**config.mk**
```make
export PLATFORM = sky130hd
export DESIGN_NAME = fetch_queue
export DESIGN_NICKNAME = d
export VERILOG_FILES = /design/src/rtl/fetch_queue_pkg.sv /design/src/rtl/fetch_queue_mem.sv /design/src/rtl/fetch_queue.sv
export SDC_FILE = /design/constraint.sdc
export NUM_CORES = 1
export LEC_CHECK = 0
export CELL_PAD_IN_SITES_DETAIL_PLACEMENT = 1
export CELL_PAD_IN_SITES_GLOBAL_PLACEMENT = 1
export CORE_UTILIZATION = 30
export DETAILED_ROUTE_END_ITERATION = 10
export GPL_TIMING_DRIVEN = 0
export MAX_ROUTING_LAYER = met4
export PLACE_DENSITY = 0.53
export RECOVER_POWER = 25
export SLEW_MARGIN = 20
export SYNTH_ARGS = -nofsm -noshare
export SYNTH_HDL_FRONTEND = slang
export SYNTH_SLANG_ARGS = --single-unit
```
**constraint.sdc**
```tcl
create_clock -name fq_clk -period 5.46 [get_ports fq_clk]
set_clock_uncertainty 0.15 [all_clocks]
set_input_delay 0.819 -clock fq_clk [delete_from_list [all_inputs] [get_ports fq_clk]]
set_output_delay 0.819 -clock fq_clk [all_outputs]
set_load 0.005 [all_outputs]
```
**src/rtl/fetch_queue_pkg.sv**
```systemverilog
// Shared datapath defines plus the fetch-queue package: default sizes, the
// 0/1/2 transfer-amount type and the decode pop-request clamp.
`ifndef FETCH_QUEUE_DEFINES
`define FETCH_QUEUE_DEFINES
`ifndef DWIDTH
`define DWIDTH 32
`endif
`ifndef PC_WIDTH
`define PC_WIDTH 32
`endif
`define FQ_DEPTH 8
`define FQ_POP_W 2
`endif

package fetch_queue_pkg;

  localparam int FQ_DEPTH_DEF    = `FQ_DEPTH;
  localparam int FQ_DWIDTH_DEF   = `DWIDTH;
  localparam int FQ_PC_WIDTH_DEF = `PC_WIDTH;
  localparam int FQ_POP_W        = `FQ_POP_W;

  // Entries moved through one side of the queue in a single cycle.
  typedef enum logic [1:0] {
    XFER_NONE = 2'd0,
    XFER_ONE  = 2'd1,
    XFER_TWO  = 2'd2
  } xfer_e;

  // Decode never retires more than two entries; a request of 3 means two.
  function automatic logic [FQ_POP_W-1:0] clamp_pop(input logic [FQ_POP_W-1:0] req);
    if (req > FQ_POP_W'(XFER_TWO)) begin
      return FQ_POP_W'(XFER_TWO);
    end
    return req;
  endfunction

endpackage

```
**src/rtl/fetch_queue_mem.sv**
```systemverilog
// Fetch-queue storage: DEPTH x {pc, instr} registers, two write ports and two
// combinational read ports. Contents are not reset; validity lives in the count.
module fetch_queue_mem
  import fetch_queue_pkg::*;
#(
  parameter int DEPTH    = FQ_DEPTH_DEF,
  parameter int DWIDTH   = FQ_DWIDTH_DEF,
  parameter int PC_WIDTH = FQ_PC_WIDTH_DEF
) (
  input  logic                     clk_i,
  input  logic                     we1_i,
  input  logic                     we2_i,
  input  logic [$clog2(DEPTH)-1:0] waddr1_i,
  input  logic [$clog2(DEPTH)-1:0] waddr2_i,
  input  logic [PC_WIDTH-1:0]      wpc1_i,
  input  logic [DWIDTH-1:0]        winstr1_i,
  input  logic [PC_WIDTH-1:0]      wpc2_i,
  input  logic [DWIDTH-1:0]        winstr2_i,
  input  logic [$clog2(DEPTH)-1:0] raddr1_i,
  input  logic [$clog2(DEPTH)-1:0] raddr2_i,
  output logic [PC_WIDTH-1:0]      rpc1_o,
  output logic [DWIDTH-1:0]        rinstr1_o,
  output logic [PC_WIDTH-1:0]      rpc2_o,
  output logic [DWIDTH-1:0]        rinstr2_o
);

  localparam int EW = PC_WIDTH + DWIDTH;

  logic [EW-1:0] mem_q [DEPTH];

  // The two write addresses are always adjacent, so the ports never collide.
  always_ff @(posedge clk_i) begin
    if (we1_i) begin
      mem_q[waddr1_i] <= {wpc1_i, winstr1_i};
    end
    if (we2_i) begin
      mem_q[waddr2_i] <= {wpc2_i, winstr2_i};
    end
  end

  assign {rpc1_o, rinstr1_o} = mem_q[raddr1_i];
  assign {rpc2_o, rinstr2_o} = mem_q[raddr2_i];

endmodule

```
**src/rtl/fetch_queue.sv**
```systemverilog
// Dual-slot instruction fetch queue: accepts up to two fetched {pc, instr}
// pairs per cycle and presents the two oldest entries to dual-issue decode.
module fetch_queue
  import fetch_queue_pkg::*;
#(
  parameter int DEPTH    = FQ_DEPTH_DEF,
  parameter int DWIDTH   = FQ_DWIDTH_DEF,
  parameter int PC_WIDTH = FQ_PC_WIDTH_DEF
) (
  input  logic                    fq_clk,
  input  logic                    fq_rst,
  input  logic                    fq_i_ce,
  input  logic                    fq_i_flush,
  input  logic                    fq_i_valid_1,
  input  logic                    fq_i_valid_2,
  input  logic [DWIDTH-1:0]       fq_i_instr_1,
  input  logic [DWIDTH-1:0]       fq_i_instr_2,
  input  logic [PC_WIDTH-1:0]     fq_i_pc_1,
  input  logic [PC_WIDTH-1:0]     fq_i_pc_2,
  output logic                    fq_o_ready,
  input  logic [FQ_POP_W-1:0]     fq_i_pop_cnt,
  output logic                    fq_o_valid_1,
  output logic                    fq_o_valid_2,
  output logic [DWIDTH-1:0]       fq_o_instr_1,
  output logic [DWIDTH-1:0]       fq_o_instr_2,
  output logic [PC_WIDTH-1:0]     fq_o_pc_1,
  output logic [PC_WIDTH-1:0]     fq_o_pc_2,
  output logic [$clog2(DEPTH):0]  fq_o_count
);

  localparam int AW = $clog2(DEPTH);
  localparam int CW = AW + 1;
  localparam logic [CW-1:0] READY_LIM = CW'(DEPTH - 2);

  logic [AW-1:0] rd_ptr_q, rd_ptr_d;
  logic [AW-1:0] wr_ptr_q, wr_ptr_d;
  logic [CW-1:0] count_q, count_d;

  logic                ready;
  logic [1:0]          push_req;
  logic [FQ_POP_W-1:0] pop_req;
  xfer_e               push_cnt, pop_cnt;
  logic [1:0]          push_n, pop_n;

  logic [PC_WIDTH-1:0] rpc1, rpc2;
  logic [DWIDTH-1:0]   rinstr1, rinstr2;

  // Ready only looks at the registered count; same-cycle pops earn no credit.
  assign ready    = (count_q <= READY_LIM);
  assign push_req = {1'b0, fq_i_valid_1} + {1'b0, fq_i_valid_1 & fq_i_valid_2};
  assign pop_req  = clamp_pop(fq_i_pop_cnt);

  always_comb begin
    push_cnt = XFER_NONE;
    pop_cnt  = XFER_NONE;
    if (fq_i_ce && !fq_i_flush) begin
      if (ready) begin
        push_cnt = xfer_e'(push_req);
      end
      // Never retire more than is held, so the head cannot pass the tail.
      if (count_q < CW'(pop_req)) begin
        pop_cnt = xfer_e'(count_q[1:0]);
      end else begin
        pop_cnt = xfer_e'(pop_req);
      end
    end
  end

  assign push_n = push_cnt;
  assign pop_n  = pop_cnt;

  always_comb begin
    rd_ptr_d = rd_ptr_q;
    wr_ptr_d = wr_ptr_q;
    count_d  = count_q;
    if (fq_i_flush) begin
      rd_ptr_d = '0;
      wr_ptr_d = '0;
      count_d  = '0;
    end else begin
      wr_ptr_d = wr_ptr_q + AW'(push_n);
      rd_ptr_d = rd_ptr_q + AW'(pop_n);
      count_d  = count_q + CW'(push_n) - CW'(pop_n);
    end
  end

  always_ff @(posedge fq_clk) begin
    if (fq_rst) begin
      rd_ptr_q <= '0;
      wr_ptr_q <= '0;
      count_q  <= '0;
    end else begin
      rd_ptr_q <= rd_ptr_d;
      wr_ptr_q <= wr_ptr_d;
      count_q  <= count_d;
    end
  end

  fetch_queue_mem #(
    .DEPTH    (DEPTH),
    .DWIDTH   (DWIDTH),
    .PC_WIDTH (PC_WIDTH)
  ) u_mem (
    .clk_i     (fq_clk),
    .we1_i     (push_n != 2'd0),
    .we2_i     (push_n == 2'd2),
    .waddr1_i  (wr_ptr_q),
    .waddr2_i  (wr_ptr_q + AW'(1)),
    .wpc1_i    (fq_i_pc_1),
    .winstr1_i (fq_i_instr_1),
    .wpc2_i    (fq_i_pc_2),
    .winstr2_i (fq_i_instr_2),
    .raddr1_i  (rd_ptr_q),
    .raddr2_i  (rd_ptr_q + AW'(1)),
    .rpc1_o    (rpc1),
    .rinstr1_o (rinstr1),
    .rpc2_o    (rpc2),
    .rinstr2_o (rinstr2)
  );

  // Stale array contents never leak out: invalid slots read as zero.
  assign fq_o_ready   = ready;
  assign fq_o_count   = count_q;
  assign fq_o_valid_1 = (count_q != '0);
  assign fq_o_valid_2 = (count_q >= CW'(2));
  assign fq_o_pc_1    = fq_o_valid_1 ? rpc1    : '0;
  assign fq_o_instr_1 = fq_o_valid_1 ? rinstr1 : '0;
  assign fq_o_pc_2    = fq_o_valid_2 ? rpc2    : '0;
  assign fq_o_instr_2 = fq_o_valid_2 ? rinstr2 : '0;

endmodule

```
==> flow_summary.ini, run 1 <==
[outcome]
status = finished, violations left
failed_checks = max-capacitance violations, max-slew violations

[timing]
final-setup-viol-count = 0
timing.fmax_mhz = 192
rsz0062_at_grt = false
worst_hold_slack_ps = 490
hold_viol_final = 0
setup_slack_ps = 253
slew_violations = 18
final_min_period_over_clock_period_pct = 95.4
worst-slew-pin-transition_ps = 1520
timing.final.crit_period_ps = 5210
relSlewSlack_pct = -1.64

[worst_setup_path]
crit_fanout = 10
crit_start = fq_o_count[2]
worstPathArrival_ps = 4240
cp.required_ps = 4490
critical_path_cell_by_cell = inv_1 -> ha_1 -> nor2b_1 -> nand2b_1 -> clkbuf_1 -> clkbuf_1 -> and3_1 -> clkdlybuf4s50_1
timing.setup.critical_path_class = flip-flop to output port
crit_path_end_kind = output port
rr_startpoint = fq_o_count[3]
timing.critical_path.slowest_cell_delay_ps = 740
crit_family = buffers and inverters
worstPathBufferInverterCount = 4
crit_path_top_delay_cell = sky130_fd_sc_hd__clkbuf_1
setup.worst_path.start_class = flip-flop
cpMostUsedCell = sky130_fd_sc_hd__clkbuf_1

[cells_and_area]
layout-drive-gt1-share_pct = 31.0
nFillCells = 10400
design.final.nets = 2615
finalCoreUtilization_pct = 37.8
syn_to_final_growth_pct = 24.1
total_area_of_multi_input_combinational_cells_um2 = 14300
ff_latch_area_um2 = 15600

[drt]
detail-route-antenna-nets = 0
detail_route.wirelength.met1_um = 50800
drc_errors = 0
drt_first_pass_iters = 5
route.top_layer_used = met4
routed-wl-met2_um = 61000
via_density_per_instance = 5.40
via_count = 21000
routedWlPerCell_um = 31.4
wl_um = 122000
drt_iter0_drc = 1550
detailroute.wirelength.met3_um = 6600

[power]
p_leak_uw = 0.0122
overall_power_uw = 10400
power.ir.vdd_worst_mv = 0.177
p_per_area_nw_per_um2 = 272

[cts]
cts.root.buffer_cell = sky130_fd_sc_hd__clkbuf_16
clock-sinks = 522
clock_transition_at_the_registers_of_the_reported_paths_ps = 60
numCtsBuffers = 67
clock_latency_ps = 610
cts_post_setup_buffers_inserted = 0
tritoncts = yes
maximum_root_to_sink_buffer_count = 3
cts.htree.levels = 3

[yosys]
synth_top_flop_cell = sky130_fd_sc_hd__edfxtp_1
syn_area_um2 = 30700
synth_enable_flop_cells = 512
avgSynthCellArea_um2 = 14.7
yosysUniqueCellTypes = 43
cell_count_after_synthesis = 2083
synth.yosys.seq_area_share_pct = 50.8
synth_nets = 2234
ys.warnings.count = 0
async_reset_ff_share_pct = 0
synth.ff_latch_count = 522

[global_routing]
grt_first_pass_wirelength_um = 171000
grtUsageTotal_pct = 24.2
pin_count_of_the_biggest_net_entering_global_routing = 18
antenna_found_initial = 15
first_global_vias = 23200
residual_overflow_from_global_routing = 0

[place]
hpwlAfterDp_um = 82900
preCtsSetupSlack_ps = 768
routabilityCongestion = 0.828
port-buffer-count = 269

[hold_path]
min-delay-start = wr_ptr_q[0]
hold_removal_path_class = flip-flop to flip-flop

[die]
io_pins = 271
die_h_um = 322
floorplan.rows = 116
core_um2 = 101000
start_util_pct = 30.4
floorplan.die_area_um2 = 103000
dieWidth_um = 322

[run]
drv_cap = 2
cell usage after synthesis, types with 3 or more instances:
cell type	count	area [µm²]
sky130_fd_sc_hd__nand4_2	4	50.1
sky130_fd_sc_hd__clkbuf_1	61	229
sky130_fd_sc_hd__nor2b_1	67	419
sky130_fd_sc_hd__and2_1	5	31.3
sky130_fd_sc_hd__fa_1	4	80.1
sky130_fd_sc_hd__edfxtp_1	512	15400
sky130_fd_sc_hd__and3_1	65	407
sky130_fd_sc_hd__nand3_1	5	25.0
sky130_fd_sc_hd__nand2_1	6	22.5
sky130_fd_sc_hd__xor2_1	4	35.0
sky130_fd_sc_hd__a21oi_1	71	355
sky130_fd_sc_hd__a22oi_1	64	480
sky130_fd_sc_hd__nor3_1	3	15.0
sky130_fd_sc_hd__ha_1	11	138
sky130_fd_sc_hd__or3_1	5	31.3
sky130_fd_sc_hd__mux4_2	128	2880
sky130_fd_sc_hd__buf_2	97	485
sky130_fd_sc_hd__nor2_1	81	304
sky130_fd_sc_hd__mux2i_1	256	2560
sky130_fd_sc_hd__buf_1	6	22.5
sky130_fd_sc_hd__a211oi_1	64	480
sky130_fd_sc_hd__mux2_1	79	890
sky130_fd_sc_hd__dfxtp_1	10	200
sky130_fd_sc_hd__inv_1	15	56.3
sky130_fd_sc_hd__nand2b_1	5	31.3
sky130_fd_sc_hd__mux2_2	433	4880
per-layer routing:
metal / track usage [%] / vias up
li1: - / 9117
met1: 28.9 / 11100
met2: 41.1 / 597
met3: 4.73 / 195
met4: 6.99 / 0
met5: - / -
worst register-to-register path: cells and delay by family (launching register included):
family	cells	cell delay, ps
AND/OR/NAND/NOR	3	1000
flip-flops	1	340
AO/OA/AOI/OAI	1	740
buffers and inverters	5	1410
adder cells (fa/ha/maj)	1	180
metrics by stage:
stage	setup TNS, ps	cell area (µm²)	instances
2_1_floorplan	0	30700	2083
6_report	0	38000	3883
5_1_grt	0	38000	3883
4_1_cts	0	38200	3867
3_5_place_dp	0	36100	3750
3_3_place_gp	-2514010	35100	3709
repair_timing:
action / CTS / global route
hold buffers: 0 / 0
setup endpoints to repair: 0 / 1
gates resized for setup: 0 / 3
path summary, 6_finish.rpt:
check / endpoint / slack [ps] / cells past startpoint
max: fq_o_pc_1[13] / 250 / 8
min: wr_ptr_q[0] / 490 / 2
max reg2reg: u_mem.mem_q[3][11] / 1340 / 10
min reg2reg: wr_ptr_q[0] / 490 / 2
cell type report:
type                       instances  share of cell area [%]
timing repair buffer             312                    9.51
antenna                           14                  0.0921
clock buffer                      83                    4.73
clock inverter                    34                   0.700
tap                             1357                    4.46
buffer                           165                    1.91
multi-input combinational       1381                    37.5
sequential                       522                    40.9
inverter                          15                   0.148
placed cells by master, fill, tap and decap left out, drive strengths merged, types with 4 or more instances in the layout:
master / instances
a211oi: 64
a21oi: 71
a22oi: 64
and2: 5
and3: 65
buf: 120
clkbuf: 171
clkdlybuf4s50: 264
clkinv: 29
dfxtp: 10
diode: 14
dlygate4sd3: 5
edfxtp: 512
fa: 4
ha: 11
inv: 16
mux2: 512
mux2i: 256
mux4: 128
nand2: 6
nand2b: 5
nand3: 5
nand4: 5
nor2: 82
nor2b: 67
nor3: 5
or3: 5
xor2: 4
kinds of logic (layout without fill, tap and decap cells):
logic type                 Yosys count  count (layout)  share of synthesized area [%]
muxes                              896             896                           36.6
DFF                                522             522                           50.8
and+or+nand+nor                    255             255                           4.60
AOI/OAI and AO/OA                  208             208                           4.49
buffers and inverters              180             609                           2.61
adders and majority gates           15              15                          0.710
xor gates and xnor gates             7               7                          0.224
other                                0              14                              0
registers in the layout, indices dropped and copies added, names as in the netlist:
| signal | cells |
|---|---|
| wr_ptr_q | 3 |
| fq_o_count | 4 |
| rd_ptr_q | 3 |
| u_mem.mem_q | 512 |
power breakdown:
group	internal [µW]	switching [µW]	total (µW)
Clock	2480	1820	4300
Combinational	759	836	1600
Sequential	4450	19.4	4460
Total	7680	2670	10400
Power figures use the tool's default switching activity.
==> run 2, diff against run 1 <==
- PLACE_DENSITY: 0.53 -> 0.57
==> flow_summary.ini, run 2 (synthesis gave the netlist of run 1 again) <==
[cells_and_area]
most_frequent_cells_in_the_layout = sky130_fd_sc_hd__edfxtp_1 (512), sky130_fd_sc_hd__mux2_2 (432), sky130_fd_sc_hd__clkdlybuf4s50_1 (264), sky130_fd_sc_hd__mux2i_1 (256), sky130_fd_sc_hd__mux4_2 (128)
nFillCells = 10400
total_area_of_multi_input_combinational_cells_um2 = 14300
ff_latch_area_um2 = 15600
design.final.nets = 2610
number_of_flip_flops_under_the_largest_register_name = 512
layout-drive-gt1-share_pct = 30.7
mostFrequentLayoutCell = sky130_fd_sc_hd__edfxtp_1
syn_to_final_growth_pct = 24.3
final_design_area_no_fill_um2 = 38100
top_register = u_mem.mem_q

[cts]
postCtsResizedCells = 0
clock-sinks = 522
numCtsBuffers = 66
clock_transition_at_the_registers_of_the_reported_paths_ps = 50
cts.htree.levels = 3
tritoncts = yes
post_cts_hold_buffer_count = 0
cts.root.buffer_cell = sky130_fd_sc_hd__clkbuf_16
clock_latency_ps = 610
cts_post_setup_buffers_inserted = 0
maximum_root_to_sink_buffer_count = 3

[timing]
timing.setup.tns_ps = 0
timing.final.crit_period_ps = 5280
hold_viol_final = 0
setup_slack_ps = 180
final_min_period_over_clock_period_pct = 96.7
final-setup-viol-count = 0
rsz0062_at_grt = false
relSlewSlack_pct = -23.9
timing.fmax_mhz = 189
slew_violations = 9
worst-slew-pin-transition_ps = 1850

[hold_path]
worst_hold_path.endpoint = wr_ptr_q[0]
worstHoldPathCells = 2
min-delay-start = wr_ptr_q[0]
hold_removal_path_class = flip-flop to flip-flop

[drt]
drt_iter0_drc = 1796
drt_first_pass_iters = 5
via_density_per_instance = 5.44
via_count = 21100
drc_errors = 0
routedWlPerCell_um = 30.9
wl_um = 120000
detail-route-antenna-nets = 0

[worst_setup_path]
timing.critical_path.slowest_cell_delay_ps = 670
r2r_end = u_mem.mem_q[0][20]
setup.worst_path.start_class = flip-flop
cpMostUsedCell = sky130_fd_sc_hd__clkbuf_1
crit_family = buffers and inverters
worstPathBufferInverterCount = 4
critical_path_cell_by_cell = clkbuf_1 -> buf_2 -> clkbuf_1 -> a211oi_1 -> a21oi_1 -> and3_1 -> clkdlybuf4s50_1
worstPathArrival_ps = 4310
crit_fanout = 10
cp.required_ps = 4490
crit_path_end_kind = output port
timing.setup.critical_path_class = flip-flop to output port
rr_startpoint = fq_o_count[3]
crit_path_top_delay_cell = sky130_fd_sc_hd__clkbuf_1
number_of_cell_instances_on_the_worst_register_to_register_path = 8
ff2ff_setup_slack_ps = 1050

[outcome]
failed_checks = max-capacitance violations, max-slew violations
status = finished, violations left

[power]
p_leak_uw = 0.0122
p_per_area_nw_per_um2 = 270
power.ir.vdd_worst_mv = 0.168

[die]
die_h_um = 322
dieWidth_um = 322
floorplan.rows = 116
floorplan.die_area_um2 = 103000
core_um2 = 101000
io_pins = 271
start_util_pct = 30.4

[global_routing]
antenna_found_initial = 15
grt_first_pass_wirelength_um = 169000
residual_overflow_from_global_routing = 0
grtUsageTotal_pct = 23.6
first_global_vias = 23000
pin_count_of_the_biggest_net_entering_global_routing = 18

[place]
port-buffer-count = 269
preCtsSetupSlack_ps = 784
routabilityCongestion = 0.815
hpwlAfterDp_um = 82200
post_dp_cell_area_um2 = 36100

[run]
drv_cap = 2
run 2: changes by cell type in the layout (fill, tap and decap cells not counted), moves of 4 or more:
cell and delta:
sky130_fd_sc_hd__clkinv_1 +7, sky130_fd_sc_hd__buf_12 -4, sky130_fd_sc_hd__buf_2 -6, sky130_fd_sc_hd__clkbuf_2 -4, sky130_fd_sc_hd__diode_2 +4, sky130_fd_sc_hd__buf_16 +6
sky130_fd_sc_hd__clkbuf_1 -4
run 2: area by class of cell:
type                            count  share of cell area, %
Inverter                           15                  0.148
Clock inverter                     39                  0.673
Multi-Input combinational cell   1381                   37.6
Buffer                            165                   1.87
Timing Repair Buffer              308                   9.64
Sequential cell                   522                   40.9
Tap cell                         1357                   4.46
Clock buffer                       77                   4.64
Antenna cell                       18                  0.118
run 2: where the power goes:
part	leakage (µW)	total [µW]	internal [µW]	switching [µW]
clock	0.000995	4220	2440	1780
combinational	0.00646	1590	764	823
sequential	0.00470	4460	4440	19.9
total	0.0122	10300	7650	2620
run 2: through the flow:
stage	power [µW]	hold slack [ps]	instances	utilization (%)
detailed placement	6150	472	3748	35.9
floorplan	5200	428	2083	-
global placement	6110	475	3709	34.8
finish	10300	504	3882	37.8
CTS	10400	508	3864	37.9
global route	10600	557	3879	37.8
run 2: per-layer routing:
layer  GRT usage (%)  up-vias  wire length (µm)
met3            4.51      221              7510
met1            28.1    11000             48200
met4            7.81        0              3770
met5               -        -                 0
met2            40.1      703             60300
li1                -     9140                 -
run 2: how the worst max path moves through the flow:
stage            startpoint  depth (start not counted)            endpoint
5_1_grt         rd_ptr_q[1]                          7     fq_o_instr_2[1]
4_1_cts         rd_ptr_q[1]                          7     fq_o_instr_2[1]
3_5_place_dp    rd_ptr_q[1]                          7     fq_o_instr_2[1]
6_report        rd_ptr_q[1]                          7     fq_o_instr_1[1]
2_1_floorplan  fq_i_valid_2                          4   u_mem.mem_q[1][0]
3_3_place_gp        fq_i_ce                          4  u_mem.mem_q[1][18]
run 2: worst reg2reg max path, stage by stage, from the launching register on:
cell	delay, ps
sky130_fd_sc_hd__dfxtp_1	350
sky130_fd_sc_hd__inv_1	80
sky130_fd_sc_hd__ha_1	190
sky130_fd_sc_hd__and3_1	180
sky130_fd_sc_hd__nor2_1	380
sky130_fd_sc_hd__nand3_1	660
sky130_fd_sc_hd__nor2_1	1620
sky130_fd_sc_hd__buf_12	310
sky130_fd_sc_hd__buf_16	200
==> run 3, diff against run 2 <==
- MAX_ROUTING_LAYER: met4 -> not set
==> flow_summary.ini, run 3 (synthesis gave the netlist of run 1 again) <==
[timing]
timing.final.crit_period_ps = 5280
worst-slew-pin-transition_ps = 1850
final-setup-viol-count = 0
relSlewSlack_pct = -24.0
final_min_period_over_clock_period_pct = 96.7
hold_viol_final = 0
timing.fmax_mhz = 189
rsz0062_at_grt = false
slew_violations = 9

[worst_setup_path]
crit_fanout = 10
crit_start = rd_ptr_q[1]
ff2ff_setup_slack_ps = 1020
worstPathArrival_ps = 4310
cp.required_ps = 4490
timing.setup.critical_path_class = flip-flop to output port
rr_startpoint = fq_o_count[3]
setup.worst_path.start_class = flip-flop
crit_path_end_kind = output port
crit_path_end = fq_o_instr_2[1]
number_of_cell_instances_on_the_worst_register_to_register_path = 8
r2r_end = u_mem.mem_q[0][20]

[cts]
cts.htree.levels = 3
tritoncts = yes
clock_transition_at_the_registers_of_the_reported_paths_ps = 50
postCtsResizedCells = 0
cts.root.buffer_cell = sky130_fd_sc_hd__clkbuf_16
maximum_root_to_sink_buffer_count = 3
clock-sinks = 522
numCtsBuffers = 66
cts_post_setup_buffers_inserted = 0
post_cts_hold_buffer_count = 0
clock_latency_ps = 610

[cells_and_area]
stdcell_count = 3869
design.final.nets = 2610
syn_to_final_growth_pct = 24.2
layout-drive-gt1-share_pct = 30.7
most_frequent_cells_in_the_layout = sky130_fd_sc_hd__edfxtp_1 (512), sky130_fd_sc_hd__mux2_2 (432), sky130_fd_sc_hd__clkdlybuf4s50_1 (264), sky130_fd_sc_hd__mux2i_1 (256), sky130_fd_sc_hd__mux4_2 (128)
number_of_flip_flops_under_the_largest_register_name = 512
finalCoreUtilization_pct = 37.8
mostFrequentLayoutCell = sky130_fd_sc_hd__edfxtp_1
top_register = u_mem.mem_q

[power]
power.net_switching_uw = 2620
p_per_area_nw_per_um2 = 270
power.ir.vdd_worst_mv = 0.168
power.share.combinational_pct = 15.4
p_seq_share_pct = 43.5
pwr-share-clk_pct = 41.1
switching_share_pct = 25.5
p_int_uw = 7650
p_leak_uw = 0.0122

[die]
start_util_pct = 30.4
core_um2 = 101000
floorplan.die_area_um2 = 103000
die_h_um = 322
io_pins = 271
floorplan.rows = 116
dieWidth_um = 322

[global_routing]
residual_overflow_from_global_routing = 0
grtUsageTotal_pct = 23.0
pin_count_of_the_biggest_net_entering_global_routing = 18
first_global_vias = 23000
antenna_found_initial = 16
grt_first_pass_wirelength_um = 169000

[outcome]
failed_checks = max-capacitance violations, max-slew violations
status = finished, violations left

[drt]
via_count = 21100
wl_um = 120000
detail-route-antenna-nets = 0
routedWlPerCell_um = 30.9
via_density_per_instance = 5.46
drt_iter0_drc = 1786
drt_first_pass_iters = 5
drc_errors = 0

[hold_path]
worstHoldPathCells = 2
hold_removal_path_class = flip-flop to flip-flop

[place]
cells_after_dpl = 3748
port-buffer-count = 269
hpwlAfterDp_um = 82200
routabilityCongestion = 0.803

[run]
drv_cap = 2
## run 3: cell types whose count changed in the layout (fill, tap and decap cells not counted)
cell,before,now
sky130_fd_sc_hd__diode_2,18,5
## run 3: worst min path at each step
stage / startpoint / endpoint / slack, ps
after floorplan: wr_ptr_q[0] / wr_ptr_q[0] / 430
after global placement: wr_ptr_q[0] / wr_ptr_q[0] / 480
after detailed placement: wr_ptr_q[0] / wr_ptr_q[0] / 470
after CTS: wr_ptr_q[0] / wr_ptr_q[0] / 510
after global routing: wr_ptr_q[0] / wr_ptr_q[0] / 560
final: wr_ptr_q[0] / wr_ptr_q[0] / 500
## run 3: worst max-delay path, cell delays in order, from the launching register on
cell	delay (ps)
sky130_fd_sc_hd__dfxtp_1	430
sky130_fd_sc_hd__ha_1	400
sky130_fd_sc_hd__clkbuf_1	710
sky130_fd_sc_hd__buf_2	550
sky130_fd_sc_hd__mux4_2	560
sky130_fd_sc_hd__mux2i_1	350
sky130_fd_sc_hd__nor2_1	170
sky130_fd_sc_hd__clkdlybuf4s50_1	520
## run 3: through the flow
step / hold WS, ps / TNS (ps) / cell area [µm²] / power, µW / setup WS, ps
CTS: 508 / 0 / 38100 / 10400 / 101
floorplan: 428 / 0 / 30700 / 5200 / 84.1
detailed placement: 472 / 0 / 36100 / 6150 / 784
global placement: 475 / -2443720 / 35100 / 6110 / -5620
finish: 504 / 0 / 38100 / 10300 / 180
global route: 557 / 0 / 38100 / 10600 / 45.2
## run 3: cell type report
cell class | count | area [µm²]
Antenna cell | 5 | 12.5
Buffer | 165 | 713
Clock buffer | 77 | 1770
Clock inverter | 39 | 256
Fill cell | 10400 | 62700
Inverter | 15 | 56.3
Multi-Input combinational cell | 1381 | 14300
Sequential cell | 522 | 15600
Tap cell | 1357 | 1700
Timing Repair Buffer | 308 | 3670
## run 3: power by group through the flow
stage                     clock, µW  sequential (µW)  combinational (µW)
after floorplan                   0             4550                 651
after global placement            0             4560                1550
after detailed placement          0             4550                1600
after CTS                      4310             4460                1610
after global routing           4430             4470                1690
final                          4220             4460                1590
## run 3: routing by layer
metal	wire, µm	vias up	global-route usage [%]
li1	-	9097	-
met5	113	-	0
met3	7710	247	4.59
met4	4120	20	7.89
met1	47800	11000	28.0
met2	60000	705	40.2
